### src/rtl/fifo_write_packer_pkg.sv
// Shared constants and helpers for the byte-to-word FIFO packer and its read-side unpacker.
package fifo_write_packer_pkg;

  // Number of bits needed to represent value (clogb2(4) = 3, clogb2(64) = 7).
  function automatic int clogb2(input int value);
    int bits;
    int v;
    bits = 0;
    v = value;
    while (v > 0) begin
      bits = bits + 1;
      v = v >> 1;
    end
    return bits;
  endfunction

  localparam int IN_WIDTH     = 8;
  localparam int LANES        = 4;
  localparam int LANE_BITS    = clogb2(LANES) - 1;
  localparam int FLUSH_CYCLES = 64;
  localparam int DATA_W       = LANES * IN_WIDTH;
  localparam int OUT_WIDTH    = DATA_W + LANE_BITS + 1;

  localparam int LAST_BIT = OUT_WIDTH - 1;
  localparam int CNT_LSB  = OUT_WIDTH - 1 - LANE_BITS;
  localparam int DATA_MSB = DATA_W - 1;

  function automatic logic [OUT_WIDTH-1:0] pack_word(
    input logic                 last,
    input logic [LANE_BITS-1:0] cnt,
    input logic [DATA_W-1:0]    lanes
  );
    return {last, cnt, lanes};
  endfunction

endpackage

### src/rtl/fifo_write_packer_if.sv
// Byte stream in, packed word out toward the async FIFO write port.
interface fifo_write_packer_if;
  import fifo_write_packer_pkg::*;

  logic [IN_WIDTH-1:0]  s_data;
  logic                 s_valid;
  logic                 s_last;
  logic                 s_ready;
  logic [OUT_WIDTH-1:0] data_in;
  logic                 data_in_valid;
  logic                 data_in_full;

  modport master (
    input  s_data, s_valid, s_last, data_in_full,
    output s_ready, data_in, data_in_valid
  );

  modport slave (
    output s_data, s_valid, s_last, data_in_full,
    input  s_ready, data_in, data_in_valid
  );

endinterface

### src/rtl/fifo_write_packer.sv
// Packs a byte stream into {last, nbytes-1, lanes} words for the FIFO write port;
// partial words go out on s_last or after FLUSH_CYCLES idle cycles.
module fifo_write_packer
  import fifo_write_packer_pkg::*;
(
  input  logic                clock_in,
  input  logic                rst_in_n,
  fifo_write_packer_if.master bus
);

  localparam bit FLUSH_EN = (FLUSH_CYCLES > 0);
  localparam int IDLE_W   = FLUSH_EN ? clogb2(FLUSH_CYCLES) : 1;
  localparam logic [IDLE_W-1:0]    IDLE_MAX  = IDLE_W'(FLUSH_EN ? FLUSH_CYCLES - 1 : 0);
  localparam logic [LANE_BITS-1:0] LAST_LANE = LANE_BITS'(LANES - 1);
  localparam logic [LANE_BITS-1:0] LANE_ZERO = {LANE_BITS{1'b0}};
  localparam logic [LANE_BITS-1:0] LANE_ONE  = LANE_BITS'(1);

  logic [LANE_BITS-1:0] lane_cnt_r;
  logic [IDLE_W-1:0]    idle_cnt_r;
  logic [DATA_W-1:0]    acc_r;
  logic [OUT_WIDTH-1:0] word_r;
  logic                 word_valid_r;

  logic                 s_ready_s;
  logic                 accept_s;
  logic                 drain_s;
  logic                 complete_s;
  logic                 flush_s;
  logic                 load_s;
  logic [DATA_W-1:0]    lane_word_s;
  logic [OUT_WIDTH-1:0] next_word_s;

  // The output slot is free when empty or being drained this cycle.
  assign s_ready_s         = !word_valid_r || !bus.data_in_full;
  assign drain_s           = word_valid_r && !bus.data_in_full;
  assign bus.s_ready       = s_ready_s;
  assign bus.data_in       = word_r;
  assign bus.data_in_valid = word_valid_r;

  // Merge the incoming lane, decide completion/flush and build the next output word.
  always_comb begin
    lane_word_s = acc_r;
    lane_word_s[lane_cnt_r*IN_WIDTH +: IN_WIDTH] = bus.s_data;

    accept_s   = bus.s_valid && s_ready_s;
    complete_s = accept_s && ((lane_cnt_r == LAST_LANE) || bus.s_last);
    // A flush never coincides with an accepted lane, so the two loads are exclusive.
    flush_s    = FLUSH_EN && !accept_s && s_ready_s &&
                 (lane_cnt_r != LANE_ZERO) && (idle_cnt_r == IDLE_MAX);
    load_s     = complete_s || flush_s;

    if (complete_s) begin
      next_word_s = pack_word(bus.s_last, lane_cnt_r, lane_word_s);
    end else begin
      next_word_s = pack_word(1'b0, lane_cnt_r - LANE_ONE, acc_r);
    end
  end

  // Output register, lane accumulator and idle-flush counter.
  always_ff @(posedge clock_in or negedge rst_in_n) begin
    if (!rst_in_n) begin
      word_r       <= {OUT_WIDTH{1'b0}};
      word_valid_r <= 1'b0;
      lane_cnt_r   <= LANE_ZERO;
      acc_r        <= {DATA_W{1'b0}};
      idle_cnt_r   <= {IDLE_W{1'b0}};
    end else begin
      if (load_s) begin
        word_r       <= next_word_s;
        word_valid_r <= 1'b1;
      end else if (drain_s) begin
        word_valid_r <= 1'b0;
      end

      if (load_s) begin
        lane_cnt_r <= LANE_ZERO;
        acc_r      <= {DATA_W{1'b0}};
      end else if (accept_s) begin
        lane_cnt_r <= lane_cnt_r + LANE_ONE;
        acc_r      <= lane_word_s;
      end

      // Saturates at expiry so a flush blocked by a full FIFO fires on the first ready cycle.
      if (accept_s || load_s || (lane_cnt_r == LANE_ZERO)) begin
        idle_cnt_r <= {IDLE_W{1'b0}};
      end else if (idle_cnt_r != IDLE_MAX) begin
        idle_cnt_r <= idle_cnt_r + IDLE_W'(1);
      end
    end
  end

endmodule

### src/flat_wrapper.sv
// flat-port wrapper written by rule: the top's interface ports become plain ports
module fifo_write_packer_flat import fifo_write_packer_pkg::*;
  (clock_in, rst_in_n, bus_s_data, bus_s_valid, bus_s_last, bus_data_in_full, bus_s_ready, bus_data_in, bus_data_in_valid);
  fifo_write_packer_if bus_i ();
  input  logic clock_in;
  input  logic rst_in_n;
  input wire logic [$bits(bus_i.s_data)-1:0] bus_s_data;
  input wire logic [$bits(bus_i.s_valid)-1:0] bus_s_valid;
  input wire logic [$bits(bus_i.s_last)-1:0] bus_s_last;
  input wire logic [$bits(bus_i.data_in_full)-1:0] bus_data_in_full;
  output wire logic [$bits(bus_i.s_ready)-1:0] bus_s_ready;
  output wire logic [$bits(bus_i.data_in)-1:0] bus_data_in;
  output wire logic [$bits(bus_i.data_in_valid)-1:0] bus_data_in_valid;
  assign bus_i.s_data = bus_s_data;
  assign bus_i.s_valid = bus_s_valid;
  assign bus_i.s_last = bus_s_last;
  assign bus_i.data_in_full = bus_data_in_full;
  assign bus_s_ready = bus_i.s_ready;
  assign bus_data_in = bus_i.data_in;
  assign bus_data_in_valid = bus_i.data_in_valid;
  fifo_write_packer u_core (.clock_in(clock_in), .rst_in_n(rst_in_n), .bus(bus_i));
endmodule
### config.mk
export PLATFORM = sky130hd
export DESIGN_NAME = fifo_write_packer_flat
export DESIGN_NICKNAME = d
export VERILOG_FILES = /design/src/rtl/fifo_write_packer_pkg.sv /design/src/rtl/fifo_write_packer_if.sv /design/src/rtl/fifo_write_packer.sv /design/src/flat_wrapper.sv
export SDC_FILE = /design/constraint.sdc
export NUM_CORES = 1
export LEC_CHECK = 0
export CAP_MARGIN = 20
export CORE_MARGIN = 5
export CORE_UTILIZATION = 55
export CTS_CLUSTER_DIAMETER = 100
export DETAILED_ROUTE_END_ITERATION = 10
export PLACE_DENSITY = 0.8
export SLEW_MARGIN = 20
export SYNTH_ARGS = -nofsm -noshare
export SYNTH_HDL_FRONTEND = slang
export SYNTH_SLANG_ARGS = --single-unit
### constraint.sdc
create_clock -name clock_in -period 2.8 [get_ports clock_in]
set_input_delay 0.56 -clock clock_in [delete_from_list [all_inputs] [get_ports clock_in]]
set_output_delay 0.56 -clock clock_in [all_outputs]
set_load 0.1 [all_outputs]
==> summary.md <==
| Metric | Value |
|---|---|
| Clock transition at path regs | 0.08 ns |
| Chip Width | 91.59 um |
| Max Buffers Root-to-Sink | 2 |
| Critical R2R Launch | u_core.lane_cnt_r[1]$_DFFE_PN0P_ |
| Async S/R FF share, synth | 1.000 |
| Multi-input gate area | 0.001605 sq mm |
| Hold Crit Class | primary input to async pin |
| Detail Route Antenna Nets | 0 |
| # resized after CTS | 0 |
| Register area | 0.001927 sq mm |
| Final setup TNS | 0 ns |
| Core ar. | 0.006422 sq mm |
| # diodes | 0 |
| Skew-Pair Late Insertion Delay | 0.36 ns |
| Critical path launch point | u_core.lane_cnt_r[1]$_DFFE_PN0P_ |
| Crit-path slowest cell | dfrtp_1 |
| Placed cells | between 400 and 500 |
| CP cell instances | inv_1 > ha_1 > and4bb_2 > nor3b_1 > a22oi_1 > nor2_1 |
| Largest cells by area after synthesis | dfrtp_1 53%, a221o_1 7.1%, nor2_1 6.3% |
| Max_slew headroom | 0.3669 |
| DP Area | 0.004165 sq mm |
| Setup violations, final | 0 |
| Max H-tree Level | 3 |
| DR pass1 iterations | 4 |
| First-pass GRT wire length | between 10,000 and 15,000 um |
| CTS root buf | clkbuf_8 |
| Initial core utilization | 0.5700 |
| Global routing met2 resource utilization | 0.3128 |
| DRT iter0 DRCs | just under 200 |
| Global Route met1 Usage | 0.3215 |
| Mean post-synth cell area | 10.61 sq um |
| RSZ-0062 raised after global routing | no |
| Final Hold Vio Count | 0 |
| Ys flop type | dfrtp_1 |
| Post-DP HPWL | 5933 um |
| FP Rows | 29 |
| P&R area growth vs syn | 19.38% |
| GRT overflow | 0 |
| Num Clock Sinks | a little under 80 |
| Pre-CTS setup slack | 0.3218 ns |
| Buffers on Ports | just under 50 |
| LEAKAGE | 0.001981 uW |
| Most used standard cell by instance count after synthesis | dfrtp_1 |
| Outcome | finished, final reports clean |
| Top fanout value on the critical path | 7 |
| Data required, critical path | 3.09 ns |
| Number of flops mapped to enable cells by yosys | 0 |
| Placer Congestion | 0.8323 |
| Crit path DAT | between 2 and 2.5 ns |
| Gate count after technology mapping | ~350 |
| M3 GR Usage | 0.03967 |
| Vias in the first global route | about 2.8k |
| Share of cells above drive strength 1 | 0.1906 |
| GR peak layer | met1 |
| Final Cell Area | 0.004370 sq mm |
| Initial antenna violation count | 0 |
| Final min period | about 2.2 ns |
| Sequential share of the synthesized area | 0.5263 |
| Yosys top cell by area | dfrtp_1 |
| Die ar. | 0.008388 sq mm |
| Largest net degree at the start of global routing | a little under 80 |
| Die H | 91.59 um |
| Max-cap violation count | 0 |
| Crit path kind | flip-flop to flip-flop |
| Mapped Area | 0.003661 sq mm |
| Critical Path Source Type | flip-flop |
| Nets@finish | 419 |
| Average wire per standard cell | between 15 and 20 um |
| Max rail drop VDD | between 0.6 and 0.7 mV |
| CP Capture Type | flip-flop |
| Mapped Nets | 365 |
| CP max stage delay | 0.45 ns |
| Synth Register Bits | 77 |
| CTS tree | yes |
| Netlist cell types | 47 |
| Syn. warnings | 0 |
| FMAX | 0.4595 GHz |
| Worst Tran Pin Value | 0.9496 ns |
| I/O pin count | 50 |
| GR Util All Layers | 0.2165 |
| Post-Layout Cell Count | 481 |
| Post-route DRC | 0 |
| WL final | between 8000 and 9000 um |
| Final WS setup | 0.6237 ns |
| CTS Buf Count | 9 |
| Top cell type's share of synthesized area | 0.5263 |
| Vias/cell | 6.112 |
| Fillers | 488 |
| Via count | 2,940 |
| Pins Over Slew Limit | 0 |
| Most frequent cells after synthesis | 77 x dfrtp_1, 61 x nor2_1, 26 x a221o_1, 25 x a21oi_1, 20 x a22oi_1 |
| Post-CTS Setup Repair Bufs | 0 |
| Tcrit/Tclk final | 0.7773 |
| P per Cell Area | around 930 mW/mm^2 |
| CTS Hold Buffers Added | 0 |
| Clk_skew | 0.009676 ns |
-- critical path, delay by kind of cell (launching register included) --
kind	cells	cell delay, ns
flip-flops	1	0.45
AO/OA/AOI/OAI	1	0.17
AND/OR/NAND/NOR	3	1.00
buffers and inverters	1	0.12
adder cells (fa/ha/maj)	1	0.38
-- cells in the final DEF (no fill, tap or decap), drive strengths merged, types with 3 or more instances in the layout --
master,count
a21oi,25
nor2,63
nand3,3
nor3,9
clkdlybuf4s50,11
buf,52
dfrtp,77
mux2i,3
and2,9
clkbuf,9
inv,6
a221o,26
nor2b,19
nand2,10
ha,7
a22oi,20
a211oi,19
-- registers in the layout, indices dropped and copies added (netlist names) --
signal and flops:
u_core.bus.data_in 35, u_core.acc_r 32, u_core.idle_cnt_r 7, u_core.lane_cnt_r 2, u_core.bus.data_in_valid 1
-- routing by layer --
layer / wire (um) / share of wire
met1: 4123 / 0.47
met2: 4036 / 0.46
met3: 478 / 0.054
met4: 144 / 0.016
met5: 0 / 0
-- area by class of cell --
cell class              count  share of cell area
multi-input cells         245              0.3673
well taps                  77             0.02204
repair buffers             63              0.1202
inverters                   3            0.002577
flip-flops and latches     77              0.4409
clock buffers               9             0.02834
clock inverters             7             0.01861
-- stage by stage --
step                      hold WS [ns]    util  power [uW]
after floorplan                 0.2644       -        2774
after global placement          0.4862  0.6485        3174
after detailed placement        0.4914  0.6485        3201
after CTS                       0.3808  0.6805        4077
after global routing            0.4198  0.6805        4236
final                           0.3435  0.6805        4057
-- final timing paths --
path | endpoint | slack, ns | cells past startpoint
worst max-delay path | u_core.acc_r[30]$_DFFE_PN0P_ | 0.62 | 6
worst min-delay path | u_core.bus.data_in[30]$_DFFE_PN0P_ | 0.34 | 1
worst max register to register | u_core.acc_r[30]$_DFFE_PN0P_ | 0.62 | 6
worst min register to register | u_core.bus.data_in[34]$_DFFE_PN0P_ | 0.51 | 1
max in group asynchronous | u_core.idle_cnt_r[1]$_DFFE_PN0P_ | 1.84 | 1
min in group clock_in | u_core.bus.data_in[34]$_DFFE_PN0P_ | 0.51 | 1
-- cells by family (layout without fill, tap and decap cells) --
| logic type | after synthesis | after routing | share of synthesized area |
|---|---|---|---|
| fa+ha+maj | 7 | 7 | 0.02392 |
| flops | 77 | 77 | 0.5263 |
| buf+inv | 23 | 82 | 0.03896 |
| compound gates | 103 | 103 | 0.2112 |
| xor+xnor | 2 | 2 | 0.004786 |
| simple gates | 130 | 130 | 0.1866 |
| mux | 3 | 3 | 0.008203 |
-- where the power goes --
part / total (uW) / switching (uW) / internal (uW)
logic: 1750 / 1310 / 435
clock network: 873 / 449 / 424
registers: 1440 / 136 / 1300
Power figures use the tool's default switching activity.
